## config.mk

```make
export PLATFORM = sky130hd
export DESIGN_NAME = tx_ctrl_serdes
export DESIGN_NICKNAME = d
export VERILOG_FILES = /design/src/rtl/tx_ctrl_serdes.sv
export SDC_FILE = /design/constraint.sdc
export NUM_CORES = 1
export LEC_CHECK = 0
export CORE_ASPECT_RATIO = 0.8
export CORE_MARGIN = 5
export CORE_UTILIZATION = 35
export CTS_BUF_LIST = sky130_fd_sc_hd__clkbuf_16
export CTS_CLUSTER_DIAMETER = 50
export DETAILED_ROUTE_END_ITERATION = 7
export PLACE_DENSITY_LB_ADDON = 0.1
export SYNTH_ARGS = -nofsm -noshare
export SYNTH_HDL_FRONTEND = slang
export SYNTH_SLANG_ARGS = --single-unit
```

## constraint.sdc

```tcl
create_clock -name clk_sys -period 4.5 [get_ports clk_sys]
set_input_delay 0.9 -clock clk_sys [delete_from_list [all_inputs] [get_ports clk_sys]]
set_output_delay 0.9 -clock clk_sys [all_outputs]
set_load 0.01 [all_outputs]
```

## src/rtl/tx_ctrl_serdes.sv

```systemverilog
// UART-style framed serial transmitter (start, 8 data LSB first, stop bits, optional inter-byte gap).
// Define TX_CTRL_CHKSUM_EN to append an 8-bit modulo-256 sum of the payload as a trailing byte.
module tx_ctrl_serdes #(
   parameter int MAX_LEN   = 8,
   parameter int STOP_BITS = 1,
   parameter int GAP_BITS  = 0,
   parameter int PER_W     = 20
) (
   input  logic                   clk_sys,
   input  logic                   rst,
   input  logic                   fire_tx,
   input  logic [5:0]             frame_len,
   input  logic [MAX_LEN*8-1:0]   frame_data,
   input  logic [PER_W-1:0]       tbit_period,
   output logic                   tx_ctrl,
   output logic                   busy,
   output logic                   done_tx,
   output logic                   err_tx
);

   typedef enum logic [2:0] {
      S_IDLE,
      S_START,
      S_DATA,
      S_STOP,
      S_GAP,
      S_DONE
   } state_e;

   localparam logic [PER_W-1:0] ONE_P     = PER_W'(1);
   localparam logic [5:0]       MAX_LEN_L = 6'(MAX_LEN);
   localparam logic [3:0]       STOP_LAST = 4'(STOP_BITS - 1);
   localparam logic [3:0]       GAP_LAST  = 4'(GAP_BITS - 1);

   state_e                      state_q, state_d;
   logic [PER_W-1:0]            tmr_q, tmr_d;
   logic [PER_W-1:0]            per_q, per_d;
   logic [3:0]                  cnt_q, cnt_d;
   logic [5:0]                  idx_q, idx_d;
   logic [5:0]                  len_q, len_d;
   logic [MAX_LEN-1:0][7:0]     data_q, data_d;
   logic [7:0]                  sh_q, sh_d;
   logic                        tx_q, tx_d;
   logic                        busy_q, busy_d;
   logic                        done_q, done_d;
   logic                        err_q, err_d;
`ifdef TX_CTRL_CHKSUM_EN
   logic [7:0]                  sum_q, sum_d;
`endif

   logic                        tick;
   logic                        load_next;
   logic                        last_byte;
   logic [5:0]                  nxt_idx;
   logic [5:0]                  n_bytes;
   logic [7:0]                  pay_byte;
   logic [7:0]                  nxt_byte;
   logic [PER_W-1:0]            per_in;

   assign tick    = (tmr_q == '0);
   assign nxt_idx = idx_q + 6'd1;
   assign per_in  = (tbit_period == '0) ? ONE_P : tbit_period;

   always_comb begin
      pay_byte = '0;
      for (int i = 0; i < MAX_LEN; i++) begin
         if (nxt_idx == 6'(i)) pay_byte = data_q[i];
      end
   end

`ifdef TX_CTRL_CHKSUM_EN
   // The trailer slot sits one past the payload and carries the running sum.
   assign n_bytes  = len_q + 6'd1;
   assign nxt_byte = (nxt_idx == len_q) ? sum_q : pay_byte;
`else
   assign n_bytes  = len_q;
   assign nxt_byte = pay_byte;
`endif

   assign last_byte = (nxt_idx == n_bytes);

   always_comb begin
      // NOTE: every next-state value gets a default first so no path infers a latch.
      state_d   = state_q;
      tmr_d     = tmr_q;
      per_d     = per_q;
      cnt_d     = cnt_q;
      idx_d     = idx_q;
      len_d     = len_q;
      data_d    = data_q;
      sh_d      = sh_q;
      err_d     = 1'b0;
      load_next = 1'b0;
`ifdef TX_CTRL_CHKSUM_EN
      sum_d     = sum_q;
`endif

      // One shared bit-timer reloads on every bit boundary in all line-active states.
      if (state_q inside {S_START, S_DATA, S_STOP, S_GAP}) begin
         tmr_d = tick ? (per_q - ONE_P) : (tmr_q - ONE_P);
      end

      case (state_q)
         S_IDLE, S_DONE: begin
            state_d = S_IDLE;
            if (fire_tx) begin
               if (frame_len == '0 || frame_len > MAX_LEN_L) begin
                  err_d = 1'b1;
               end else begin
                  state_d = S_START;
                  len_d   = frame_len;
                  data_d  = frame_data;
                  per_d   = per_in;
                  tmr_d   = per_in - ONE_P;
                  cnt_d   = '0;
                  idx_d   = '0;
                  sh_d    = frame_data[7:0];
`ifdef TX_CTRL_CHKSUM_EN
                  sum_d   = frame_data[7:0];
`endif
               end
            end
         end
         S_START: begin
            if (tick) begin
               state_d = S_DATA;
               cnt_d   = '0;
            end
         end
         S_DATA: begin
            if (tick) begin
               if (cnt_q == 4'd7) begin
                  state_d = S_STOP;
                  cnt_d   = '0;
               end else begin
                  cnt_d = cnt_q + 4'd1;
                  sh_d  = {1'b0, sh_q[7:1]};
               end
            end
         end
         S_STOP: begin
            if (tick) begin
               if (cnt_q == STOP_LAST) begin
                  cnt_d = '0;
                  if (last_byte)         state_d   = S_DONE;
                  else if (GAP_BITS > 0) state_d   = S_GAP;
                  else                   load_next = 1'b1;
               end else begin
                  cnt_d = cnt_q + 4'd1;
               end
            end
         end
         S_GAP: begin
            if (tick) begin
               if (cnt_q == GAP_LAST) begin
                  cnt_d     = '0;
                  load_next = 1'b1;
               end else begin
                  cnt_d = cnt_q + 4'd1;
               end
            end
         end
         default: state_d = S_IDLE;
      endcase

      if (load_next) begin
         state_d = S_START;
         idx_d   = nxt_idx;
         sh_d    = nxt_byte;
`ifdef TX_CTRL_CHKSUM_EN
         if (nxt_idx < len_q) sum_d = sum_q + nxt_byte;
`endif
      end

      // Outputs are registered, so they are decoded from the state being entered.
      busy_d = (state_d inside {S_START, S_DATA, S_STOP, S_GAP});
      done_d = (state_d == S_DONE);
      if (state_d == S_START)     tx_d = 1'b0;
      else if (state_d == S_DATA) tx_d = sh_d[0];
      else                        tx_d = 1'b1;
   end

   always_ff @(posedge clk_sys or posedge rst) begin
      // NOTE: sequential state uses non-blocking assignments so every register samples pre-edge values.
      if (rst) begin
         state_q <= S_IDLE;
         tmr_q   <= '0;
         per_q   <= '0;
         cnt_q   <= '0;
         idx_q   <= '0;
         len_q   <= '0;
         data_q  <= '0;
         sh_q    <= '0;
         tx_q    <= 1'b1;
         busy_q  <= 1'b0;
         done_q  <= 1'b0;
         err_q   <= 1'b0;
`ifdef TX_CTRL_CHKSUM_EN
         sum_q   <= '0;
`endif
      end else begin
         state_q <= state_d;
         tmr_q   <= tmr_d;
         per_q   <= per_d;
         cnt_q   <= cnt_d;
         idx_q   <= idx_d;
         len_q   <= len_d;
         data_q  <= data_d;
         sh_q    <= sh_d;
         tx_q    <= tx_d;
         busy_q  <= busy_d;
         done_q  <= done_d;
         err_q   <= err_d;
`ifdef TX_CTRL_CHKSUM_EN
         sum_q   <= sum_d;
`endif
      end
   end

   assign tx_ctrl = tx_q;
   assign busy    = busy_q;
   assign done_tx = done_q;
   assign err_tx  = err_q;

endmodule

```

==> reports/results.txt, run 1 <==
Final hold violations - 0
Clock Tree Buf Depth - 2
RR Endpoint - tmr_q[14]
R2r worst-path depth - 12
Cts hold-fix bufs - 0
Synth Area in Adders - 0.0150
Post-Synth XOR/XNOR Area - 0.0351
Fraction of layout cells with a size suffix above 1 - 0.0640
Compound-cell area share of the yosys netlist - 0.181
Max Clk Rate - 265 MHz
Status - completed
Worst vdd ir - 0.230 mV
Htree depth - 4
Hold EP - data_q[16]
Yosys warns - 0
Top FF cell, synth - dfrtp_1
Period Utilization, post-route - 0.837
Setup CP Type - in -> reg
CTS Sinks - 135
Commonest non-fill, non-tap cell in the layout - nand2_1
Mux contribution to synthesized area - 0.00802
Cell variety after synth - 71
Top-level I/O count - 97
Core Util, Final - 0.450
Filler cell count - 2090
Crit path time final - 3.77 ns
Hold depth - 2
Register bit total from synthesis - 135
Req. time, crit path - 4.82 ns
Crit. End Element - flip-flop
Ys async rst share - 1.00
ANT nets after route - 0
Remaining Overflow, GRT - 0
Die H - 141 um
Drt first pass iters - 5
Dpl cell area - 8750 sq um
Gate Count Post-Synth - 910
Maximum fanout along the worst path - 6
Row Count - 47
DRT iter0 DRCs - 419
Final setup violation count - 0
Reg-to-reg setup timing slack - 0.99 ns
Post-synthesis area per instance - 8.22 sq um
EDFF count, synth - 0
Total global-route track usage - 0.179
DPL Wire Length - 14.9 mm
Vias in the first global route - 6513
Sum Neg Setup Slack - 0 ns
Vias - 6705
Total CTS buffers - 17
Nets - 1089
Hold Crit Class - reg -> reg
Largest net degree at the start of global routing - 113
Core Area - 20900 sq um
Cts repair resizes - 0
Starting Density - 0.359
RR Startpoint - tmr_q[8]
Hold Startpoint - data_q[16]
Post-Synth Simple-Gate Area - 0.275
Main combinational cell family by area after synthesis - simple AND/OR/NAND/NOR gates
Initial antenna violation count - 2
DR vias/cell - 5.28
Post-Syn Nets - 1012
Post-Syn Area - 7480 sq um
GPL Wtd Cong - 0.825
Relative max-transition margin - 0.324
Leak - 0.00431 uW
Clock Latency Late Sink - 0.42 ns
Clk_skew - 0.0141 ns
Max-Cap Viols - 0
Most frequent cells in the layout - nand2_1 (299), dfrtp_1 (134), clkdlybuf4s50_1 (96), nor2_1 (54), a21oi_1 (42)
Worst-margin pin slew - 1.01 ns
Pwr dens - 367 nW/um^2
Total die area - 24400 sq um
First-pass GRT wire length - 35.5 mm
Critical Path Source Type - input port
Syn-to-layout area delta - 25.4%
Post-Layout Inst Area - 9390 sq um
RSZ-0062 raised after global routing - no
Die width - 173 um
TritonCTS clock tree - built
DRC violations left - 0
Critical Path AT - 4.08 ns
Clock Root Buffer - clkbuf_16
Final Max Slew Viols - 0
Setup bufs post-CTS - 0
Clock slew at reported path FFs - 0.07 ns
WL final - 21.6 mm
WL/cell - 17.0 um
PortBufs - 96
Post-synthesis sequential area ratio - 0.452
==> through the flow <==
stage               hold slack [ns]  setup slack [ns]  power [uW]  std cells
CTS                           0.478             0.763        3480       1269
global placement              0.459             0.372        1960       1237
floorplan                     0.437              1.17        1770        910
finish                        0.478             0.732        3450       1270
detailed placement            0.462             0.315        1970       1237
global route                  0.493             0.546        3620       1270
==> area by class of cell <==
cell class | instances | area [sq um] | area share
multi-input combinational | 708 | 3860 | 0.412
sequential | 135 | 3380 | 0.360
timing repair buffer | 109 | 1110 | 0.118
clock buffer | 17 | 425 | 0.0453
tap | 269 | 337 | 0.0359
clock inverter | 15 | 205 | 0.0219
inverter | 16 | 63.8 | 0.00680
antenna | 1 | 2.50 | 0.000267
==> Yosys cell counts (9+ instances only) <==
cell type	count	area (sq um)
clkbuf_1	45	169
o21ai_1	27	135
nand2_1	299	1120
o21ai_0	13	65.1
a21oi_1	42	210
a211oi_1	11	82.6
xor2_1	11	96.3
nor3_1	25	125
nor2_1	54	203
dfrtp_1	134	3350
nand3_1	22	110
xnor2_1	19	166
a22oi_1	14	105
or3_1	13	81.3
ha_1	9	113
inv_1	15	56.3
==> critical path, stage by stage <==
cell	delay, ns
clkdlybuf4s50_1	0.52
or4_1	0.62
nor3_1	0.39
a41oi_1	0.32
ha_1	0.33
or4b_1	0.21
or2_2	0.22
nor2_1	0.09
nand2_1	0.09
xor2_1	0.15
nor2_1	0.06
a31o_1	0.20
==> where the power goes <==
part / leakage (uW) / internal, uW / switching (uW)
Combinational: 0.00226 / 276 / 275
Sequential: 0.00175 / 1310 / 97.6
Clock: 0.000310 / 932 / 562
Total: 0.00431 / 2510 / 935
==> worst max-delay path by stage <==
stage | from | endpoint | cells past startpoint
final | tbit_period[8] | tmr_q[16] | 12
after global routing | tbit_period[8] | tmr_q[16] | 12
after CTS | tbit_period[14] | tmr_q[16] | 13
after detailed placement | tbit_period[14] | tmr_q[16] | 13
after global placement | tbit_period[14] | tmr_q[16] | 13
after floorplan | tmr_q[13] | tmr_q[16] | 14
==> state kept, by name (all words and copies together), names as in the netlist <==
name and flops:
tx_ctrl 1, per_q 20, len_q 6, state_q 3, sh_q 8, err_tx 1
cnt_q 4, data_q 64, done_tx 1, idx_q 6, busy 1, tmr_q 20
==> per-layer routing <==
| layer | vias to the layer above | track usage | share of wire |
|---|---|---|---|
| met1 | 3227 | 0.277 | 0.52 |
| met3 | 16 | 0.0428 | 0.055 |
| li1 | 3320 | - | - |
| met4 | 2 | 0.0470 | 0.011 |
| met2 | 140 | 0.249 | 0.41 |
| met5 | - | 0 | 0.00056 |
==> cell families (layout without fill, tap and decap cells) <==
kind of cell             after synthesis  in the layout
buffers and inverters                 67            157
XOR/XNOR                              30             30
adder cells (fa/ha/maj)                9              9
other                                  0              1
flip-flops                           135            135
multiplexers                           6              6
AND/OR/NAND/NOR                      468            468
AO/OA/AOI/OAI                        195            195
No activity file was read; power rests on OpenSTA's default activity.
==> run 2: changes to the inputs <==
==> constraint.sdc (replaced) <==
create_clock -name clk_sys -period 3.6 [get_ports clk_sys]
set_input_delay 0.72 -clock clk_sys [delete_from_list [all_inputs] [get_ports clk_sys]]
set_output_delay 0.72 -clock clk_sys [all_outputs]
set_load 0.01 [all_outputs]
==> reports/results.txt, run 2 (synthesis results as in run 1) <==
Status - completed
Placement Setup Slack - -0.00467 ns (-0.320 ns)
Final hold violations - 0 (unchanged)
Max-Cap Viols - 0 (unchanged)
Fraction of layout cells with a size suffix above 1 - 0.0966 (+0.0326)
WL/cell - 16.8 um (-1.4%)
Hold Crit Class - reg -> reg
R2r worst-path depth - 12 (unchanged)
Leak - 0.00446 uW (+3.3%)
Maximum fanout along the worst path - 6 (unchanged)
CP max stage cell - nor4bb_1
Final setup violation count - 0 (unchanged)
Worst vdd ir - 0.296 mV (+29%)
Cts hold-fix bufs - 0 (unchanged)
Largest register FFs - 64 (unchanged)
WP buf/inv - 1 (unchanged)
Reg-to-reg setup timing slack - 0.17 ns (-0.82 ns)
Max Clk Rate - 292 MHz
Commonest non-fill, non-tap cell in the layout - nand2_1
Starting Density - 0.359 (unchanged)
DRC violations left - 0 (unchanged)
Setup bufs post-CTS - 0 (unchanged)
Total die area - 24400 sq um (unchanged)
Period Utilization, post-route - 0.952
Req. time, crit path - 3.94 ns (-0.88 ns)
Pwr dens - 441 nW/um^2 (+20%)
TritonCTS clock tree - built
Remaining Overflow, GRT - 0 (unchanged)
Core Area - 20900 sq um (unchanged)
Largest net degree at the start of global routing - 81 (-28%)
Non-filler cells, final - 1304 (+2.7%)
Crit path cell chain - or3_1, or4_4, nor2_2, a21oi_1, ha_1, inv_1, nor3_1, o311ai_4, nor4bb_1, a31oi_1, o311a_1, o21ai_1
Clock Latency Late Sink - 0.42 ns (about the same)
Crit path time final - 3.43 ns
Largest Register - data_q
Htree depth - 4 (unchanged)
Die width - 173 um (unchanged)
Clk_skew - 0.0115 ns (-0.00265 ns)
Pwr Total - 4240 uW (+23%)
Hold Startpoint - data_q[51]
Nets - 1124 (+3.2%)
Total CTS buffers - 17 (unchanged)
Critical Path AT - 3.77 ns (-0.31 ns)
DR vias/cell - 5.25 (-0.47%)
Clock Tree Buf Depth - 2 (unchanged)
PortBufs - 96 (unchanged)
Crit. End Element - flip-flop
Top-level I/O count - 97 (unchanged)
DPL Wire Length - 15.7 mm (+5.1%)
Final worst slack - 0.171 ns (-0.560 ns)
Syn-to-layout area delta - 28.4%
Drt first pass iters - 5 (unchanged)
Initial antenna violation count - 1 (-1)
CTS Sinks - 135 (unchanged)
Worst-margin pin slew - 1.08 ns (+0.0693 ns)
Vias in the first global route - 6597 (+1.3%)
RR Startpoint - tmr_q[17]
ANT nets after route - 0 (unchanged)
Sum Neg Setup Slack - 0 ns (unchanged)
Final Max Slew Viols - 0 (unchanged)
Cts repair resizes - 0 (unchanged)
Largest regs - data_q (64), per_q (20), tmr_q (20)
Crit-path max cell delay - 0.71 ns (+0.09 ns)
First-pass GRT wire length - 36.1 mm (+1.8%)
RR Endpoint - tmr_q[14]
GPL Wtd Cong - 0.825 (about the same)
Relative max-transition margin - 0.279 (-0.0448)
Setup CP Type - reg -> reg
Die H - 141 um (unchanged)
Most frequent cells in the layout - nand2_1 (299), dfrtp_1 (134), clkdlybuf4s50_1 (96), nor2_1 (54), buf_4 (43)
Total global-route track usage - 0.183 (+0.00360)
Critical Path Source Type - flip-flop
CP delay by family, top - simple AND/OR/NAND/NOR gates
Clock Root Buffer - clkbuf_16
Clock slew at reported path FFs - 0.07 ns (about the same)
WL final - 21.9 mm (+1.2%)
Hold depth - 2 (unchanged)
DRT iter0 DRCs - 490 (+17%)
Vias - 6852 (+2.2%)
RSZ-0062 raised after global routing - no
# diodes - 0 (-1)
Placed insts - 1272 (+2.8%)
Hold EP - data_q[51]
Row Count - 47 (unchanged)
## run 2: changes by cell type in the layout (fill, tap and decap cells not counted), sizes merged
cell | previous run | this run
buf | 13 | 48
bufinv | 4 | 1
clkinv | 9 | 4
clkinvlp | 2 | 3
diode | 1 | 0
inv | 16 | 23
## run 2: how the worst max path moves through the flow
stage / start / endpoint / cells past startpoint
floorplan: tmr_q[13] / tmr_q[16] / 14
global placement: tbit_period[16] / tmr_q[18] / 13
detailed placement: tbit_period[14] / tmr_q[18] / 13
CTS: tmr_q[17] / tmr_q[14] / 12
global route: tmr_q[17] / tmr_q[14] / 12
finish: tmr_q[17] / tmr_q[14] / 12
## run 2: per-stage QoR
step | area [sq um] | hold slack (ns) | util
after floorplan | 7490 | 0.437 | -
after global placement | 9030 | 0.459 | 0.432
after detailed placement | 9030 | 0.463 | 0.432
after CTS | 9610 | 0.479 | 0.460
after global routing | 9610 | 0.497 | 0.460
final | 9610 | 0.477 | 0.460
## run 2: cell type report
cell class / instances / area, sq um
Fill cell: 2104 / 11300
Sequential cell: 135 / 3380
Clock buffer: 17 / 425
Tap cell: 269 / 337
Inverter: 16 / 63.8
Clock inverter: 15 / 156
Multi-Input combinational cell: 708 / 3860
Timing Repair Buffer: 144 / 1380
## run 2: routing by layer
metal | vias to the layer above | GRT usage | wire length (um) | share of wire
li1 | 3409 | - | - | -
met1 | 3262 | 0.297 | 11800 | 0.54
met2 | 162 | 0.244 | 8680 | 0.40
met3 | 17 | 0.0361 | 1190 | 0.054
met4 | 2 | 0.0424 | 199 | 0.0091
met5 | - | 0 | 14 | 0.00064
## run 2: report_power, final
| part | total [uW] | switching [uW] | internal [uW] |
|---|---|---|---|
| registers | 1740 | 113 | 1630 |
| logic | 757 | 373 | 384 |
| clock network | 1740 | 756 | 980 |
| total | 4240 | 1240 | 3000 |
## run 2: worst reg2reg max path, stage by stage, from the launching register on
cell	delay (ns)
dfrtp_1	0.38
or3_1	0.25
or4_4	0.23
nor2_2	0.07
a21oi_1	0.18
ha_1	0.18
inv_1	0.06
nor3_1	0.53
o311ai_4	0.29
nor4bb_1	0.71
a31oi_1	0.19
o311a_1	0.14
o21ai_1	0.13
